[src/rtl/clk_sel_ctrl.sv]
// clk_sel_ctrl: sequences select changes for a glitch-free clock mux with a settle
// window after each change; defining CLK_SEL_CTRL_DWELL_EN adds a post-done dwell.
module clk_sel_ctrl #(
    parameter int NUM_INPUTS    = 4,
    parameter int SEL_W         = $clog2(NUM_INPUTS),
    parameter int SETTLE_CYCLES = 16,
    parameter int RESET_SEL     = 0,
    parameter int MIN_DWELL     = 32
) (
    input  logic             clk_i,
    input  logic             async_rstn_i,
    input  logic             req_valid_i,
    input  logic [SEL_W-1:0] req_sel_i,
    output logic             req_ready_o,
    output logic [SEL_W-1:0] sel_o,
    output logic             busy_o,
    output logic             done_o,
    output logic             err_o
);
    // One counter serves both the settle and dwell windows, so size it for the longer.
    localparam int CNT_MAX = (SETTLE_CYCLES > MIN_DWELL) ? SETTLE_CYCLES : MIN_DWELL;
    localparam int CNT_W   = (CNT_MAX < 2) ? 1 : $clog2(CNT_MAX);
    localparam logic [CNT_W-1:0] SETTLE_LOAD = CNT_W'(SETTLE_CYCLES - 1);
`ifdef CLK_SEL_CTRL_DWELL_EN
    localparam logic [CNT_W-1:0] DWELL_LOAD  = CNT_W'((MIN_DWELL > 0) ? MIN_DWELL - 1 : 0);
`endif
    localparam logic [SEL_W:0]   SEL_LIMIT   = (SEL_W+1)'(NUM_INPUTS);

    typedef enum logic [2:0] {
        S_INIT,
        S_IDLE,
        S_SETTLE,
        S_DONE
`ifdef CLK_SEL_CTRL_DWELL_EN
        , S_DWELL
`endif
    } state_t;

    state_t           r_state, w_state_d;
    logic [SEL_W-1:0] r_sel, w_sel_d;
    logic [CNT_W-1:0] r_cnt, w_cnt_d;
    logic             r_bad, w_bad_d;
    logic             w_req_bad;

    assign w_req_bad   = {1'b0, req_sel_i} >= SEL_LIMIT;
    assign req_ready_o = (r_state == S_IDLE);
    assign busy_o      = !(r_state inside {S_INIT, S_IDLE});
    assign done_o      = (r_state == S_DONE) && !r_bad;
    assign err_o       = (r_state == S_DONE) && r_bad;
    assign sel_o       = r_sel;

    // State, select, counter and error-flag registers; reset discards any switch in flight.
    always_ff @(posedge clk_i or negedge async_rstn_i) begin
        if (!async_rstn_i) begin
            r_state <= S_INIT;
            r_sel   <= SEL_W'(RESET_SEL);
            r_cnt   <= '0;
            r_bad   <= 1'b0;
        end else begin
            r_state <= w_state_d;
            r_sel   <= w_sel_d;
            r_cnt   <= w_cnt_d;
            r_bad   <= w_bad_d;
        end
    end

    // Next-state logic: the select moves only on a legal, differing accept in IDLE.
    always_comb begin
        w_state_d = r_state;
        w_sel_d   = r_sel;
        w_cnt_d   = r_cnt;
        w_bad_d   = r_bad;
        case (r_state)
            S_INIT: w_state_d = S_IDLE;
            S_IDLE: begin
                if (req_valid_i) begin
                    w_bad_d = w_req_bad;
                    if (w_req_bad || req_sel_i == r_sel) begin
                        w_state_d = S_DONE;
                    end else begin
                        w_sel_d   = req_sel_i;
                        w_cnt_d   = SETTLE_LOAD;
                        w_state_d = S_SETTLE;
                    end
                end
            end
            S_SETTLE: begin
                w_state_d = (r_cnt == '0) ? S_DONE : S_SETTLE;
                w_cnt_d   = (r_cnt == '0) ? r_cnt : r_cnt - CNT_W'(1);
            end
            S_DONE: begin
`ifdef CLK_SEL_CTRL_DWELL_EN
                w_state_d = (MIN_DWELL > 0) ? S_DWELL : S_IDLE;
                w_cnt_d   = DWELL_LOAD;
`else
                w_state_d = S_IDLE;
`endif
            end
`ifdef CLK_SEL_CTRL_DWELL_EN
            S_DWELL: begin
                w_state_d = (r_cnt == '0) ? S_IDLE : S_DWELL;
                w_cnt_d   = (r_cnt == '0) ? r_cnt : r_cnt - CNT_W'(1);
            end
`endif
            default: w_state_d = S_INIT;
        endcase
    end
endmodule
[config.mk]
export PLATFORM = sky130hd
export DESIGN_NAME = clk_sel_ctrl
export DESIGN_NICKNAME = d
export VERILOG_FILES = /design/src/rtl/clk_sel_ctrl.sv
export SDC_FILE = /design/constraint.sdc
export NUM_CORES = 1
export LEC_CHECK = 0
export CAP_MARGIN = 20
export CORE_AREA = 2 2 39 41
export CTS_BUF_LIST = sky130_fd_sc_hd__clkbuf_8
export CTS_CLUSTER_SIZE = 20
export DETAILED_ROUTE_END_ITERATION = 8
export DIE_AREA = 0 0 41 43
export GPL_TIMING_DRIVEN = 0
export PLACE_DENSITY_LB_ADDON = 0.2
export SKIP_CTS_REPAIR_TIMING = 1
export SLEW_MARGIN = 20
export SYNTH_ARGS = -nofsm -noshare
export SYNTH_HDL_FRONTEND = slang
export SYNTH_SLANG_ARGS = --single-unit
[constraint.sdc]
create_clock -name clk_i -period 2.37 [get_ports clk_i]
set_input_delay 0.237 -clock clk_i [delete_from_list [all_inputs] [get_ports clk_i]]
set_output_delay 0.237 -clock clk_i [all_outputs]
set_load 0.01 [all_outputs]
# Word level (Yosys, flattened, before mapping)

Cells that the tools add are included.
W data, S select, Z words.

$add $sub $neg: 1
Equality and inequality tests: 7
Mux-type cells: 8
Bitwise gates (word level): 1
Reductions and logical operators: 8

Operator list:

| cell                  | number |
|---|---|
| $mux W5               | 3 |
| $pmux W5 S2           | 1 |
| $pmux W3 S3           | 1 |
| $eq A3 B2 Y1 const B  | 2 |
| $ne A2 B2 Y1 const B  | 3 |
| $logic_not A5 Y1      | 1 |
| $sub A5 B1 Y5 const B | 1 |
| $reduce_and A4 Y1     | 1 |
| $reduce_bool A2 Y1    | 2 |
| $eq A3 B1 Y1 const B  | 1 |
| $logic_not A3 Y1      | 1 |
| $mux W3               | 1 |
| $reduce_and A3 Y1     | 1 |
| $eq A2 B2 Y1          | 1 |
| $mux W1               | 2 |
| $reduce_or A2 Y1      | 1 |
| $logic_not A1 Y1      | 1 |
| $not A1 Y1            | 1 |

Register bits: 10
Input port bits: 5
Output and inout bits: 6
Logic and storage cells: 28

# Logic depth before layout (Yosys ltp)

Gate-level depths: netlist (run 1).

Word-level depth: 4
Gate-level depth with buffers: 7
Depth with buffers taken out: 6

# Worst setup path before layout (run 1)

OpenSTA, ideal clock, no wires.

Path type: flip-flop to flip-flop
From: reg r_state[0]
To: reg r_cnt[3]
Arrival time: 1.605 ns
Required time: 2.276 ns
Slack: 0.671 ns
Stages on the path, launching flop included: 8
Clock period less this slack: 1.699 ns
Cells stage by stage: dfrtp_1 -> inv_1 -> ha_1 -> clkbuf_1 -> nand4bb_1 -> nor2_1 -> or3_4 -> a221oi_2

Word-level cells in the longest chain between the ends: 3

Ends and longest elaborated chain:

| item                                                                       | RTL line | source |
|---|---|---|
| start, declared                                                            | 39       | `state_t r_state, w_state_d;` |
| start signal, assigned                                                     | 60       | `r_state <= w_state_d;` |
| $eq A3 B2 Y1 / $eq A3 B1 Y1 (equally long branches)                        | 73       | `case (r_state)` |
| $ne A2 B2 Y1 (no source line) / $reduce_bool A2 Y1 (equally long branches) | -        |  |
| $reduce_and A4 Y1 (no source line)                                         | -        |  |
| end signal, assigned                                                       | 62       | `r_cnt <= w_cnt_d;` |
| end, declared                                                              | 41       | `logic [CNT_W-1:0] r_cnt, w_cnt_d;` |

Several ways; a longest one is shown, not always the timed one.
A chain may end at the register's enable or synchronous reset.

# Worst setup path after layout (run 1)

From: reg r_state[1]
To: out req_ready_o

Word-level cells in the longest chain between the ends: 1

Ends and longest elaborated chain:

| item          | RTL line | source |
|---|---|---|
| $eq A3 B1 Y1  | 46       | `assign req_ready_o = (r_state == S_IDLE);` |
| end, declared | 14       | `output logic req_ready_o,` |

No other way between the ends.

==> qor_table.md, run 1 <==
| Parameter | Value |
| --- | --- |
| Result of the run | completed |
| Insertion delay to the later sink of the worst-skew pair | 0.23 ns |
| Clock tree skew after final layout | 0.000222 ns |
| Row cnt | 14 |
| Final instance area | 731 um^2 |
| Vertical extent of the die | 43 um |
| Count of unique library cells instantiated by Yosys | 28 |
| Top library cells by usage in the layout, fill and taps aside | 9 x clkdlybuf4s50_1, 9 x dfrtp_1, 7 x inv_1, 5 x ha_1, 4 x nand2_1 |
| Detailed Route Iter0 Violations | 7 |
| Residual DRC | 0 |
| Root Buffer Master | clkbuf_8 |
| Antenna violations before repair | 0 |
| Number of port buffers | 9 |
| Post-layout min period | 1.91 ns |
| Ranking of synthesized cells by area | dfrtp_1 39%, ha_1 11%, inv_1 3.9%, mux2_2 3.9%, o22a_1 3.0% |
| Total global routing overflow | 0 |
| Effective utilization at floorplan | 41.6% |
| Synth area leader | dfrtp_1 |
| Antenna Violating Nets Remaining | 0 |
| Cell depth of the worst setup path | 3 |
| Core region area | 0.00138 mm^2 |
| Die outline area | 0.00176 mm^2 |
| Maximum net fanout on the critical path | 10 |
| Fraction of synthesized cell area taken by the top area cell type | 39.1% |
| PD cells | 1290 mW/mm^2 |
| Num ports | 11 |
| Tcrit/Tclk final | 80.6% |
| Clock transition at the registers of the reported paths | 0.05 ns |
| Final Wtd Congestion | 0.724 |
| Path category of the worst min-delay check | primary input to async pin |
| CTS H-Tree Depth | 1 |
| Via count of the first global-routing pass | 451 |
| Worst endpoint required time | 2.13 ns |
| Syn_area_per_cell | 10.1 um^2 |
| Total number of yosys warnings | 0 |
| Antenna Diode Count | 0 |
| Setup TNS after final layout | 0 ns |
| Final slew viol count | 0 |
| First-pass GRT wire length | 1860 um |
| DRT Pass-1 Iters | 4 |
| Largest delay share family, worst path | buffers and inverters |
| Reg2Reg Launch Point | r_state[0] |
| TritonCTS buffer count | 3 |
| Seq/Total Area, Yosys | 39.1% |
| Pin count of the biggest net entering global routing | 11 |
| Endpoint of the worst register-to-register path | r_cnt[2] |
| FF+latch count, synth | 9 |
| Number of sinks handled by clock tree synthesis | 9 |
| Kind of start point of the critical path | flip-flop |
| Fraction of layout cells with a size suffix above 1 | 15.7% |
| Gate count after technology mapping | 57 |
| Detailed-route via count | 458 |
| TritonCTS clock tree | yes |
| Setup repair after global routing missed its margin | false |
| Leakage | 0.326 nW |
| Cell depth of the worst flop-to-flop path | 7 |
| Via/cell ratio | 5.33 |
| Crit end category | output pin |
| Critical path cell sequence | inv_1, ha_1, clkdlybuf4s50_1 |
| Layout Nets | 81 |
| Total Wirelength | 1080 um |
| Total standard cell area after synthesis | 576 um^2 |
| Highest clock rate | 0.523 GHz |
| Slowest library cell on the worst path | clkdlybuf4s50_1 |
| Largest buffer count on any clock path | 2 |
| Worst path bufs/invs | 2 |
| Half-perimeter wire length after detailed placement | 805 um |
| Data arrival time of the critical path | 1.67 ns |
| Final number of hold-violating endpoints | 0 |
| Critical path class | flip-flop to output pin |
| Area after detailed placement | 686 um^2 |
| Max Cap Violations | 0 |
| Endpoints failing setup | 0 |
| WL per Instance | 12.6 um |
| Largest stage delay on the critical path | 0.60 ns |
| Signed area change from the synthesized netlist to the final layout | 27.0% |
| Peak supply drop | 0.000713 V |
| Reg2Reg Setup Slack | 0.49 ns |
| Die Span X | 41 um |
| Post-Synthesis Net Count | 67 |
| Overall track demand over capacity in global routing | 16.0% |
-- stage by stage --
step | power [mW] | setup slack, ns | cells | hold slack (ns) | utilization, %
final | 0.946 | 0.460 | 86 | 0.313 | 52.8
after floorplan | 0.602 | 0.671 | 57 | -0.0586 | -
after CTS | 0.960 | 0.448 | 86 | 0.329 | 52.8
after global placement | 0.766 | 0.519 | 82 | 0.491 | 49.5
after detailed placement | 0.778 | 0.491 | 82 | 0.487 | 49.5
after global routing | 1.03 | 0.364 | 86 | 0.363 | 52.8
-- cell type report --
cell class | count | area (um^2)
flip-flops and latches | 9 | 225
plain buffers | 3 | 22.5
multi-input cells | 39 | 305
inverters | 6 | 22.5
clock inverters | 1 | 3.75
fillers | 132 | 653
well taps | 16 | 20.0
clock buffers | 3 | 41.3
repair buffers | 9 | 90.1
-- cell families (layout without fill, tap and decap cells) --
kind of cell               Yosys count  after routing  share of synthesized area [%]
other                                1              1                          0.652
muxes                                2              2                           3.91
AOI/OAI and AO/OA                   11             11                           15.4
adders and majority gates            5              5                           10.9
and+or+nand+nor                     18             18                           19.1
xor gates and xnor gates             2              2                           3.04
buffers and inverters                9             22                           7.83
DFF                                  9              9                           39.1
-- report_power, final --
part	switching, mW	internal, mW
registers	0.0598	0.220
clock network	0.0624	0.113
logic	0.234	0.256
-- registers in the layout, summed over array words and instances, names as in the netlist --
signal / flops
r_cnt: 5
sel_o: 2
r_state: 2
-- worst max path at each step --
| stage | endpoint | startpoint | slack [ns] |
|---|---|---|---|
| floorplan | r_cnt[3] | r_state[0] | 0.67 |
| global placement | r_cnt[3] | r_state[0] | 0.52 |
| detailed placement | r_cnt[2] | r_state[0] | 0.49 |
| CTS | req_ready_o | r_state[1] | 0.45 |
| global route | req_ready_o | r_state[1] | 0.36 |
| finish | req_ready_o | r_state[1] | 0.46 |
-- synthesized netlist by cell type --
library cell / count
dfrtp_1: 9
inv_1: 6
ha_1: 5
nand2_1: 4
nor3_1: 3
o21ai_0: 3
mux2_2: 2
nand4_1: 2
nor2_1: 2
o22a_1: 2
xnor2_1: 2
a21boi_0: 1
a21oi_1: 1
a221oi_2: 1
and3_4: 1
buf_4: 1
buf_6: 1
clkbuf_1: 1
conb_1: 1
nand2b_1: 1
nand3b_1: 1
nand4bb_1: 1
nor2b_1: 1
o221a_2: 1
o31a_1: 1
o32ai_1: 1
or3_1: 1
or3_4: 1
-- routing by layer --
layer	vias to the layer above	share of wire [%]	global-route usage [%]
li1	225	-	-
met1	217	47	18.3
met2	11	46	24.7
met3	5	4.4	4.71
met4	0	3.0	10.0
met5	-	0	0
Note: power is estimated with default switching activity, not from simulation.
==> run 2: changes to the inputs <==
==> constraint.sdc (replaced) <==
create_clock -name clk_i -period 1.7 [get_ports clk_i]
set_input_delay 0.17 -clock clk_i [delete_from_list [all_inputs] [get_ports clk_i]]
set_output_delay 0.17 -clock clk_i [all_outputs]
set_load 0.01 [all_outputs]
==> run 2 against run 1 <==
Routed wire length is 6.0% higher; setup slack lost 0.42 ns; non-clock buffer count grew 3; largest power group unchanged; cell area is 7.7% higher; power is 52% higher; clock power is 39% higher; largest cell class unchanged; critical path depth did not move; first-iteration DRC count shrank 29%; flip-flop and latch count stayed put; sequential power rose by 41%; clock-buffer cell count is the same.
==> qor_table.md, run 2 (synthesis gave the netlist of run 1 again) <==
| Parameter | Value | Delta |
| --- | --- | --- |
| Overall track demand over capacity in global routing | 16.0% | unchanged |
| Filler cell count in the final layout | 122 | -7.6% |
| Antenna violations before repair | 0 | unchanged |
| Root Buffer Master | clkbuf_8 |  |
| Clock tree skew after final layout | 0.00211 ns | +0.00189 ns |
| Effective utilization at floorplan | 41.6% | unchanged |
| Endpoint of the worst register-to-register path | r_cnt[3] |  |
| Core region area | 0.00138 mm^2 | unchanged |
| Number of sinks handled by clock tree synthesis | 9 | unchanged |
| Layout Nets | 84 | +3.7% |
| Most flop-heavy register | r_cnt |  |
| Max Cap Violations | 0 | unchanged |
| Via count of the first global-routing pass | 451 | unchanged |
| Antenna Violating Nets Remaining | 0 | unchanged |
| Path category of the worst min-delay check | primary input to async pin |  |
| Total global routing overflow | 0 | unchanged |
| Area after detailed placement | 686 um^2 | unchanged |
| Final instance area | 787 um^2 | +7.7% |
| Insertion delay to the later sink of the worst-skew pair | 0.23 ns | about the same |
| CTS H-Tree Depth | 1 | unchanged |
| Max FFs per register | 5 | unchanged |
| Via/cell ratio | 5.12 | -3.8% |
| Leakage | 0.350 nW | +7.3% |
| TritonCTS clock tree | yes |  |
| Cell depth of the worst flop-to-flop path | 6 | -1 |
| Top library cells by usage in the layout, fill and taps aside | 9 x dfrtp_1, 8 x clkdlybuf4s50_1, 6 x inv_1, 5 x buf_4, 4 x nand2_1 |  |
| Final slew viol count | 0 | unchanged |
| PD cells | 1830 mW/mm^2 | +41% |
| Die outline area | 0.00176 mm^2 | unchanged |
| Residual DRC | 0 | unchanged |
| Vertical extent of the die | 43 um | unchanged |
| Result of the run | completed |  |
| Largest buffer count on any clock path | 2 | unchanged |
| Fraction of layout cells with a size suffix above 1 | 26.0% | +10 points |
| Clock transition at the registers of the reported paths | 0.05 ns | about the same |
| Number of port buffers | 9 | unchanged |
| Peak supply drop | 0.00109 V | +53% |
| Kind of start point of the critical path | flip-flop |  |
| Final Wtd Congestion | 0.724 | unchanged |
| Final number of hold-violating endpoints | 0 | unchanged |
| TritonCTS buffer count | 3 | unchanged |
| First-pass GRT wire length | 1860 um | unchanged |
| WL per Instance | 12.9 um | +2.4% |
| DRT Pass-1 Iters | 2 | -2 |
| Signed area change from the synthesized netlist to the final layout | 36.7% |  |
| Worst endpoint required time | 1.53 ns | -0.60 ns |
| Data arrival time of the critical path | 1.49 ns | -0.18 ns |
| Reg2Reg Setup Slack | 0.06 ns | -0.43 ns |
| Most frequent standard cell in the layout excluding fill and tap cells | dfrtp_1 |  |
| Utilization after layout | 56.9% | +4.1 points |
| Detailed-route via count | 456 | -0.44% |
| Highest clock rate | 0.601 GHz |  |
| Crit end category | output pin |  |
| Die Span X | 41 um | unchanged |
| Antenna Diode Count | 0 | unchanged |
| Row cnt | 14 | unchanged |
| Maximum net fanout on the critical path | 10 | unchanged |
| Half-perimeter wire length after detailed placement | 805 um | unchanged |
| Endpoints failing setup | 0 | unchanged |
| Detailed Route Iter0 Violations | 5 | -2 |
| Num ports | 11 | unchanged |
| Post-layout min period | 1.66 ns |  |
| Pin count of the biggest net entering global routing | 11 | unchanged |
| Total Wirelength | 1150 um | +6.0% |
| Tcrit/Tclk final | 97.8% |  |
| Critical path class | flip-flop to output pin |  |
| Reg2Reg Launch Point | r_state[1] |  |
-- run 2: worst max-delay path by stage --
stage,startpoint,to,slack (ns),cells past startpoint
finish,r_state[1],req_ready_o,0.04,3
global route,r_state[1],r_cnt[3],-0.02,6
CTS,r_state[0],r_cnt[2],-0.19,7
detailed placement,r_state[0],r_cnt[2],-0.18,7
global placement,r_state[0],r_cnt[3],-0.15,7
floorplan,r_state[0],r_cnt[3],0.0007,7
-- run 2: critical path, stage by stage, from the launching register on --
cell	delay (ns)
dfrtp_1	0.38
inv_1	0.13
ha_4	0.21
clkdlybuf4s50_1	0.54
-- run 2: final cells by class --
cell class                      instances  area [um^2]  share of cell area (%)
Buffer                                  2         18.8                    2.38
Clock buffer                            3         41.3                    5.25
Clock inverter                          1         3.75                   0.477
Inverter                                6         22.5                    2.86
Multi-Input combinational cell         39          333                    42.3
Sequential cell                         9          225                    28.6
Tap cell                               16         20.0                    2.54
Timing Repair Buffer                   13          123                    15.6
-- run 2: metrics by stage --
stage          cells  setup slack [ns]  total power [mW]  hold WS (ns)  setup TNS, ns
2_1_floorplan     57          0.000716             0.839        -0.126              0
3_3_place_gp      82            -0.151              1.07         0.491         -0.428
3_5_place_dp      82            -0.179              1.09         0.487         -0.564
4_1_cts           86            -0.191              1.34         0.262         -0.901
5_1_grt           89           -0.0157              1.56         0.296        -0.0235
6_report          89            0.0372              1.44         0.247              0
-- run 2: report_power, final --
| group | total, mW | switching (mW) | leakage (nW) | internal [mW] |
|---|---|---|---|---|
| Combinational | 0.802 | 0.363 | 0.225 | 0.438 |
| Sequential | 0.396 | 0.0890 | 0.0988 | 0.307 |
| Clock | 0.244 | 0.0863 | 0.0269 | 0.157 |
| Total | 1.44 | 0.538 | 0.350 | 0.903 |
-- run 2: layer usage --
metal	GRT usage, %	up-vias	routed length (um)
met3	4.71	4	47
met1	18.3	210	514
met4	10.0	0	32
met2	24.7	10	549
li1	-	232	-
met5	0	-	0
